$ cat src/rtl/stream_rr_arbiter.sv
// Packet-aware round-robin merge of NUM_SRC valid/ready streams into one registered output stage.
// A grant is held from arbitration until the last beat of that packet is accepted.
//
// state   | meaning
// --------+------------------------------------------------------------
// ST_IDLE | no grant; arbitrate among s_valid starting at r_rr_ptr
// ST_BUSY | locked to source r_g until its s_last beat is accepted
module stream_rr_arbiter #(
    parameter int NUM_SRC    = 4,
    parameter int DATA_WIDTH = 64,
    parameter int SRC_W      = $clog2(NUM_SRC)
) (
    input  logic                          clk,
    input  logic                          rst_n,
    input  logic [NUM_SRC-1:0]            s_valid,
    output logic [NUM_SRC-1:0]            s_ready,
    input  logic [NUM_SRC*DATA_WIDTH-1:0] s_data,
    input  logic [NUM_SRC-1:0]            s_last,
    output logic                          m_valid,
    input  logic                          m_ready,
    output logic [DATA_WIDTH-1:0]         m_data,
    output logic                          m_last,
    output logic [SRC_W-1:0]              m_src,
    output logic                          busy
);

    typedef enum logic {ST_IDLE, ST_BUSY} state_t;

    state_t                r_state;
    logic [SRC_W-1:0]      r_rr_ptr;
    logic [SRC_W-1:0]      r_g;
    logic                  r_m_valid;
    logic [DATA_WIDTH-1:0] r_m_data;
    logic                  r_m_last;
    logic [SRC_W-1:0]      r_m_src;

    logic                  w_ready_o;
    logic                  w_accept;
    logic                  w_found;
    logic [SRC_W-1:0]      w_pick;
    logic [SRC_W-1:0]      w_cand;
    logic [SRC_W-1:0]      w_g_next;
    logic [DATA_WIDTH-1:0] w_sel_data;
    int                    w_idx;

    assign w_ready_o = m_ready | ~r_m_valid;
    assign w_accept  = (r_state == ST_BUSY) & s_valid[r_g] & w_ready_o;
    // Explicit wrap so non-power-of-two NUM_SRC returns to 0 after NUM_SRC-1.
    assign w_g_next  = (r_g == SRC_W'(NUM_SRC - 1)) ? '0 : r_g + SRC_W'(1);

    always_comb begin
        s_ready = '0;
        if (r_state == ST_BUSY) begin
            s_ready[r_g] = w_ready_o;
        end
    end

    always_comb begin
        w_sel_data = '0;
        for (int i = 0; i < NUM_SRC; i++) begin
            if (r_g == SRC_W'(i)) begin
                w_sel_data = s_data[i*DATA_WIDTH +: DATA_WIDTH];
            end
        end
    end

    // First requester at or after r_rr_ptr, wrapping modulo NUM_SRC.
    always_comb begin
        w_found = 1'b0;
        w_pick  = r_rr_ptr;
        w_idx   = 0;
        w_cand  = '0;
        for (int k = 0; k < NUM_SRC; k++) begin
            w_idx = int'(r_rr_ptr) + k;
            if (w_idx >= NUM_SRC) begin
                w_idx = w_idx - NUM_SRC;
            end
            w_cand = SRC_W'(w_idx);
            if (!w_found && s_valid[w_cand]) begin
                w_found = 1'b1;
                w_pick  = w_cand;
            end
        end
    end

    always_ff @(posedge clk or negedge rst_n) begin
        if (!rst_n) begin
            r_state   <= ST_IDLE;
            r_rr_ptr  <= '0;
            r_g       <= '0;
            r_m_valid <= 1'b0;
            r_m_data  <= '0;
            r_m_last  <= 1'b0;
            r_m_src   <= '0;
        end else begin
            case (r_state)
                ST_IDLE: begin
                    if (w_found) begin
                        r_g     <= w_pick;
                        r_state <= ST_BUSY;
                    end
                end
                ST_BUSY: begin
                    if (w_accept && s_last[r_g]) begin
                        r_state  <= ST_IDLE;
                        r_rr_ptr <= w_g_next;
                    end
                end
                default: r_state <= ST_IDLE;
            endcase

            // Output register drains during the IDLE bubble as well.
            if (w_accept) begin
                r_m_valid <= 1'b1;
                r_m_data  <= w_sel_data;
                r_m_last  <= s_last[r_g];
                r_m_src   <= r_g;
            end else if (w_ready_o) begin
                r_m_valid <= 1'b0;
            end
        end
    end

    assign m_valid = r_m_valid;
    assign m_data  = r_m_data;
    assign m_last  = r_m_last;
    assign m_src   = r_m_src;
    assign busy    = (r_state == ST_BUSY);

endmodule

$ cat config.mk
export PLATFORM = sky130hd
export DESIGN_NAME = stream_rr_arbiter
export DESIGN_NICKNAME = d
export VERILOG_FILES = /design/src/rtl/stream_rr_arbiter.sv
export SDC_FILE = /design/constraint.sdc
export NUM_CORES = 1
export LEC_CHECK = 0
export BUFFER_PORTS_ARGS = -buffer_cell sky130_fd_sc_hd__buf_2
export CAP_MARGIN = 20
export CORE_AREA = 2 2 131 133
export CTS_CLUSTER_SIZE = 30
export DETAILED_ROUTE_END_ITERATION = 6
export DIE_AREA = 0 0 133 135
export PLACE_DENSITY = 0.69
export SYNTH_ARGS = -nofsm -noshare
export SYNTH_HDL_FRONTEND = slang
export SYNTH_SLANG_ARGS = --single-unit
$ cat constraint.sdc
create_clock -name clk -period 1.95 [get_ports clk]
set_input_delay 0.4875 -clock clk [delete_from_list [all_inputs] [get_ports clk]]
set_output_delay 0.4875 -clock clk [all_outputs]
set_load 0.03 [all_outputs]
==> results of run 1 <==
[logic make-up (layout without fill, tap and decap cells)]
family	after synthesis	count (layout)	share of synthesized area (%)
compound gates	270	270	35.2
fa+ha+maj	4	4	0.949
buf+inv	148	456	11.6
flops	73	73	34.6
mux	7	7	1.92
simple gates	147	147	15.7
[worst max path at each step]
| stage | startpoint | end | slack, ns | depth (start not counted) |
|---|---|---|---|---|
| after detailed placement | s_valid[1] | m_data[18] | 0.07 | 5 |
| after global routing | r_g[1] | s_ready[2] | 0.02 | 4 |
| after CTS | r_g[0] | s_ready[2] | 0.002 | 4 |
| after global placement | s_valid[1] | m_data[24] | 0.09 | 5 |
| final | r_g[0] | s_ready[1] | 0.05 | 4 |
| after floorplan | r_g[0] | s_ready[2] | -0.01 | 6 |
[timing repair]
item / 4_1_cts / 5_1_grt
cloned: 0 / 1
pin swaps: 0 / 1
hold buffers: 1 / 0
setup endpoints to repair: 4 / 5
resized for setup: 7 / 8
hold endpoints to repair: 13 / 0
setup buffers: 3 / 0
[final cells by class]
cell class | count | area, um2 | area share, %
Sequential cell | 73 | 1830 | 23.7
Clock buffer | 14 | 274 | 3.56
Clock inverter | 2 | 35.0 | 0.455
Timing Repair Buffer | 372 | 2140 | 27.7
Tap cell | 220 | 275 | 3.57
Multi-Input combinational cell | 428 | 2900 | 37.6
Inverter | 68 | 258 | 3.35
[metrics by stage]
stage	utilization (%)	instances	setup TNS [ns]	setup slack [ns]	hold WS [ns]
floorplan	-	649	-0.0119	-0.0119	0.192
global placement	44.4	1156	0	0.0931	0.363
detailed placement	44.4	1156	0	0.0666	0.365
CTS	46.6	1176	0	0.00235	0.387
global route	47.0	1177	0	0.0169	0.402
finish	47.0	1177	0	0.0527	0.410
[state kept, by name (all words and copies together), names as in the netlist]
register / cells
r_rr_ptr: 2
m_last: 1
busy: 1
m_src: 2
r_g: 2
m_valid: 1
m_data: 64
[critical path: cells and delay by family, from the launching register on]
| family | cells | cell delay, ns |
|---|---|---|
| and+or+nand+nor | 1 | 0.17 |
| DFF | 1 | 0.44 |
| adders and majority gates | 1 | 0.16 |
| buffers and inverters | 2 | 0.30 |
[metal layers]
layer	wire length, um	up-vias	track usage [%]
met5	0	-	0
met4	461	0	10.2
met3	1310	34	3.98
met2	10200	288	38.1
met1	8310	2989	25.6
li1	-	3041	-
[report_power, final]
part / switching, mW / leakage (nW) / internal, mW / total [mW]
Clock: 0.631 / 0.153 / 1.10 / 1.73
Sequential: 0.496 / 0.823 / 2.34 / 2.83
Combinational: 5.73 / 2.66 / 3.63 / 9.37
[Yosys cell counts (all sizes together)]
master	count
nand4	1
o2bb2ai	1
ha	4
nand2b	2
nand3	1
nand3b	64
nor3	1
a41o	1
and3	5
a21boi	1
nand2	67
a21oi	66
a21o	1
mux2	5
nor2b	2
buf	17
o21bai	1
and2	1
a31oi	130
dfrtp	73
o22ai	1
clkbuf	63
or4	1
inv	68
a221o	64
o21ai	3
mux4	2
nor2	2
a211o	1
==> metrics.md, run 1 <==
| Metric | Value |
|---|---|
| Hold Path Origin | `s_data[204]` |
| Area Overhead vs Synth | `46.0%` |
| Worst-margin pin slew | `around 0.53 ns` |
| YS warnings | `0` |
| Top cells by area, synth | `dfrtp_1 35%, a31oi_1 15%, a221o_1 12%` |
| Most frequent cells in the layout | `334 x buf_2, 130 x a31oi_1, 71 x dfrtp_1` |
| Area of the core | `16400 um2` |
| Synth Cell Area | `~5300 um2` |
| Unique masters post-synth | `32` |
| Setup violators final | `0` |
| Max-cap violations | `0` |
| Most common cell after layout, fill and taps aside | `buf_2` |
| Final period util | `97.3%` |
| Pin count of the biggest net entering global routing | `67` |
| Worst flop-to-flop path startpoint | `r_g[0]` |
| Worst setup SP type | `register` |
| CTS Root Cell | `clkbuf_16` |
| Clock sink total | `73` |
| CP required | `1.46 ns` |
| DR vias/cell | `5.40` |
| Max_slew headroom | `64.7%` |
| Num rows | `47` |
| RSZ-0062 raised after global routing | `false` |
| Synth area leader | `dfrtp_1` |
| Worst IR drop on VDD | `0.782 mV` |
| Crit-path cells | `buf_6 > ha_4 > and3_2 > buf_4` |
| Total chip power | `roughly 14 mW` |
| CTS buffer count | `9` |
| Total gr overflow | `0` |
| Max Slew Vio Count | `0` |
| N_diodes | `0` |
| Final Cell Area | `7700 um2` |
| Placed Area | `7290 um2` |
| GRT Overall Usage | `around 22%` |
| DIE AREA | `18000 um2` |
| Syn Nets | `920` |
| Final HPWL DP | `14700 um` |
| Global-route wire length before repair | `31500 um` |
| Crit-path max cell delay | `0.44 ns` |
| Post-synthesis cell count | `about 650` |
| Flop and latch count out of synthesis | `73` |
| Max Root-Sink Buffers | `2` |
| Worst skew pair latency | `between 0.3 and 0.4 ns` |
| Fill cell count | `around 1600` |
| Die Height | `between 100 and 150 um` |
| Iteration-0 DRC Markers | `275` |
| Antenna viol nets, final | `0` |
| Worst hold endpoint | `m_data[12]` |
| Worst EP arrival | `1.41 ns` |
| FF-to-FF setup slack | `0.08 ns` |
| DR pass1 iterations | `5` |
| Synth Area per Inst | `between 8 and 9 um2` |
| Synth top area share | `34.6%` |
| Fin nets | `1223` |
| Tmin final | `approximately 1.9 ns` |
| Setup CP Type | `register to output port` |
| Status | `finished, final reports clean` |
| DRC viols | `0` |
| PD cells | `1810 nW/um2` |
| Clock Skew | `0.00414 ns` |
| WL per Instance | `17.2 um` |
| Largest fanout on the critical path | `3` |
| Worst reg2reg path depth | `7` |
| Static Leak | `3.63 nW` |
| Seq/Total Area, Yosys | `34.6%` |
| Final-report hold violation count | `0` |
| Reg-to-Reg End | `m_data[46]` |
| Clock transition at path regs | `0.06 ns` |
| Share of cells above drive strength 1 | `between 40% and 50%` |
| Highest-delay cell along the critical path | `dfrtp_2` |
| Vias | `6352` |
| Worst Hold Path Cells | `3` |
| H-Tree Level Count | `3` |
| Die Width | `133 um` |
| Gpl congestion | `0.892` |
| Final wirelength | `20300 um` |
| Worst hold path class | `input port to register` |
| Port Buf Inserts | `~340` |
| # IOs | `340` |
| CTS tree | `yes` |
| Vias in the first global route | `just over 6000` |
| FMAX | `527 MHz` |
| Initial antenna violation count | `0` |
| Starting density of the core | `32.2%` |
| CP Capture Type | `output port` |
Power figures use the tool's default switching activity.
==> run 2, diff against run 1 <==
==> config.mk (replaced) <==
export PLATFORM = sky130hd
export DESIGN_NAME = stream_rr_arbiter
export DESIGN_NICKNAME = d
export VERILOG_FILES = /design/src/rtl/stream_rr_arbiter.sv
export SDC_FILE = /design/constraint.sdc
export NUM_CORES = 1
export LEC_CHECK = 0
export ABC_AREA = 1
export BUFFER_PORTS_ARGS = -buffer_cell sky130_fd_sc_hd__buf_2
export CAP_MARGIN = 20
export CORE_AREA = 2 2 132 134
export CTS_CLUSTER_SIZE = 30
export DETAILED_ROUTE_END_ITERATION = 6
export DIE_AREA = 0 0 134 136
export PLACE_DENSITY = 0.66
export SYNTH_ARGS = -nofsm -noshare
export SYNTH_HDL_FRONTEND = slang
export SYNTH_SLANG_ARGS = --single-unit
==> run 2 against run 1 <==
  * Highest routed layer is now met5
  * Fmax fell by 1.1%
  * Critical path type unchanged
  * Largest cell class unchanged
  * Core utilization fell by 3.1 points
  * Die area rose by 1.5%
  * First-iteration DRC count rose by 50%
  * Worst setup slack worse by 0.021 ns
  * Critical path depth is 2 higher
==> metrics.md, run 2 <==
| Metric | Value |
|---|---|
| Unique masters post-synth | `24 (-25%)` |
| WL per Instance | `15.0 um (-13%)` |
| Placed Area | `6940 um2 (-4.8%)` |
| FFs w/ async S/R, synth | `100% (unchanged)` |
| Max Slew Vio Count | `0 (unchanged)` |
| Final setup margin | `0.0320 ns (-0.0207 ns)` |
| FMAX | `521 MHz (-1.1%)` |
| Most common cell after layout, fill and taps aside | `buf_2` |
| Sw Ratio | `52.2% (+2.9 points)` |
| CP Capture Type | `output port` |
| CTS Root Cell | `clkbuf_16` |
| Syn Nets | `1022 (+11%)` |
| Status | `finished, final reports clean` |
| PD cells | `1840 nW/um2 (+2.0%)` |
| Starting density of the core | `29.5% (-2.6 points)` |
| Cell total after placement | `1272 (+10%)` |
| Pre-CTS setup slack | `0.0828 ns (+0.0161 ns)` |
| Largest fanout on the critical path | `3 (unchanged)` |
| Worst skew pair latency | `0.33 ns (about the same)` |
| Post-synthesis mux area share | `0% (-1.9 points)` |
| Final HPWL DP | `14400 um (-2.3%)` |
| Port Buf Inserts | `339 (unchanged)` |
| Global-route wire length before repair | `29400 um (-6.4%)` |
| Vias | `6311 (-0.65%)` |
| DIE AREA | `18200 um2 (+1.5%)` |
| Clk pwr share | `13.3% (+0.9 points)` |
| Max-cap violations | `0 (unchanged)` |
| Flop pwr share | `19.8% (-0.5 points)` |
| CTS buffer count | `9 (unchanged)` |
| Worst hold path class | `input port to asynchronous set/reset pin` |
| CP startpoint | `r_g[1]` |
| Pin count of the biggest net entering global routing | `74 (+10%)` |
| Post-Synth Adder-Cell Area | `1.00% (+0.056 points)` |
| CP required | `1.46 ns (about the same)` |
| Worst setup SP type | `register` |
| Initial antenna violation count | `3 (+3)` |
| Flop and latch count out of synthesis | `73 (unchanged)` |
| Switching power | `7.11 mW (+3.7%)` |
| YS warnings | `0 (unchanged)` |
| Count leader, synth | `nand2_1` |
| Die Height | `136 um (+0.74%)` |
| DR pass1 iterations | `5 (unchanged)` |
| Largest family of logic cells by synthesized area | `compound AO/OA/AOI/OAI gates` |
| Worst EP arrival | `1.43 ns (+0.02 ns)` |
| Top post-synthesis cells by count | `233 x nand2_1, 153 x o21ai_0, 73 x dfrtp_1, 73 x nand3_1, 65 x a21oi_1` |
| Seq/Total Area, Yosys | `36.7% (+2.0 points)` |
| # IOs | `340 (unchanged)` |
| Tmin final | `1.92 ns (+0.0207 ns)` |
| Synth top area share | `36.7% (+2.0 points)` |
| Synth area leader | `dfrtp_1` |
| RSZ-0062 raised after global routing | `true` |
| Clock transition at path regs | `0.06 ns (about the same)` |
| Share of cells above drive strength 1 | `38.0% (-4.5 points)` |
| Combinational power share | `66.9% (-0.4 points)` |
| Iteration-0 DRC Markers | `412 (+50%)` |
| Worst IR drop on VDD | `1.32 mV (+69%)` |
| Static Leak | `4.02 nW (+11%)` |
| Max_slew headroom | `72.0% (+7.4 points)` |
| Total gr overflow | `0 (unchanged)` |
| Compound-Gate Fraction of Synth Area | `27.6% (-7.6 points)` |
| Top cells by area, synth | `dfrtp_1 37%, nand2_1 18%, o21ai_0 15%` |
| Vias in the first global route | `5700 (-8.0%)` |
| Antenna viol nets, final | `0 (unchanged)` |
| Worst-margin pin slew | `0.419 ns (-0.111 ns)` |
| Fin nets | `1333 (+9.0%)` |
| Post-synth top flop | `dfrtp_1` |
| Gpl congestion | `0.856 (-4.0%)` |
| Max FFs per register | `64 (unchanged)` |
| Final period util | `98.4% (+1.1 points)` |
| Synth Area in XOR/XNOR | `0% (unchanged)` |
| Area of the core | `16900 um2 (+2.9%)` |
| H-Tree Level Count | `3 (unchanged)` |
| Num rows | `48 (+2.1%)` |
| Post-synth EDFFs | `0 (unchanged)` |
| Area Overhead vs Synth | `48.4%` |
| Synth Area per Inst | `6.64 um2 (-18%)` |
| Clock sink total | `73 (unchanged)` |
| Pint | `6.53 mW (-7.6%)` |
| Worst hold slack | `0.137 ns (-0.273 ns)` |
| CTS tree | `yes` |
| Clock Skew | `0.00647 ns (+0.00233 ns)` |
| Post-synthesis cell count | `751 (+16%)` |
| Setup violators final | `0 (unchanged)` |
| GRT Overall Usage | `20.3% (-1.3 points)` |
| Max Root-Sink Buffers | `2 (unchanged)` |
| Synth Cell Area | `4980 um2 (-5.5%)` |
| Final Cell Area | `7400 um2 (-4.0%)` |
| Setup CP Type | `register to output port` |
| Final-report hold violation count | `0 (unchanged)` |
| Non-filler cells in the finished layout | `1294 (+9.9%)` |
| Worst flop-to-flop path startpoint | `r_g[0]` |
| Most frequent cells in the layout | `334 x buf_2, 233 x nand2_1, 152 x o21ai_0` |
| Final wirelength | `19400 um (-4.4%)` |
| DRC viols | `0 (unchanged)` |
| DR vias/cell | `4.88 (-9.6%)` |
| Die Width | `134 um (+0.75%)` |
| Simple-Gate Fraction of Synth Area | `27.0% (+11 points)` |
==> run 2: cells by family after synthesis <==
logic type               after synthesis
flip-flops                            73
AO/OA/AOI/OAI                        273
buffers and inverters                 79
adder cells (fa/ha/maj)                4
AND/OR/NAND/NOR                      322
==> run 2: worst paths after layout <==
path / slack (ns) / cells after the start / to
hold reg to reg: 0.48 / 2 / m_data[11]
min in group clk: 0.44 / 3 / m_data[28]
setup / recovery: 0.03 / 6 / s_ready[0]
setup reg to reg: 0.12 / 9 / m_data[23]
max in group asynchronous: 1.43 / 2 / r_g[0]
hold / removal: 0.14 / 2 / m_data[30]
==> run 2: per-stage QoR <==
| step | setup TNS, ns | total power [mW] | util (%) |
|---|---|---|---|
| after global placement | 0 | 11.5 | 41.1 |
| after floorplan | -0.0904 | 9.12 | - |
| after CTS | -0.122 | 13.6 | 43.4 |
| after detailed placement | 0 | 11.6 | 41.1 |
| after global routing | -0.0602 | 15.0 | 43.8 |
| final | 0 | 13.6 | 43.8 |
==> run 2: per-layer routing <==
layer	track usage (%)	part of all wire (%)
met2	34.1	48
met5	0	0.067
met4	7.80	2.2
met3	2.61	6.0
met1	26.7	44
==> run 2: cell type report <==
cell class,instances,area (um2)
diodes,2,5.00
clock buffers,12,246
clock inverters,4,76.3
fillers,1799,9480
inverters,15,76.3
multi-input cells,599,2850
flip-flops and latches,73,1830
well taps,225,282
repair buffers,364,2030
==> run 2: power groups by stage <==
stage	Sequential [mW]	Clock (mW)	Combinational (mW)
floorplan	3.93	0	5.20
global placement	2.68	0	8.83
detailed placement	2.68	0	8.92
CTS	2.67	1.88	9.04
global route	2.78	1.94	10.2
finish	2.70	1.82	9.12
==> run 2: what timing repair did <==
| item | CTS | global route |
|---|---|---|
| hold buffers | 0 | 0 |
| pin swaps | 2 | 5 |
| resized for setup | 12 | 13 |
| setup buffers | 2 | 2 |
| setup endpoints to repair | 4 | 19 |
==> run 2: critical path: stages (launching register included) <==
cell and delay [ns]:
dfrtp_1 0.41, inv_2 0.10, buf_6 0.11, ha_4 0.16
nand2_1 0.07, nor2_2 0.11, buf_6 0.14
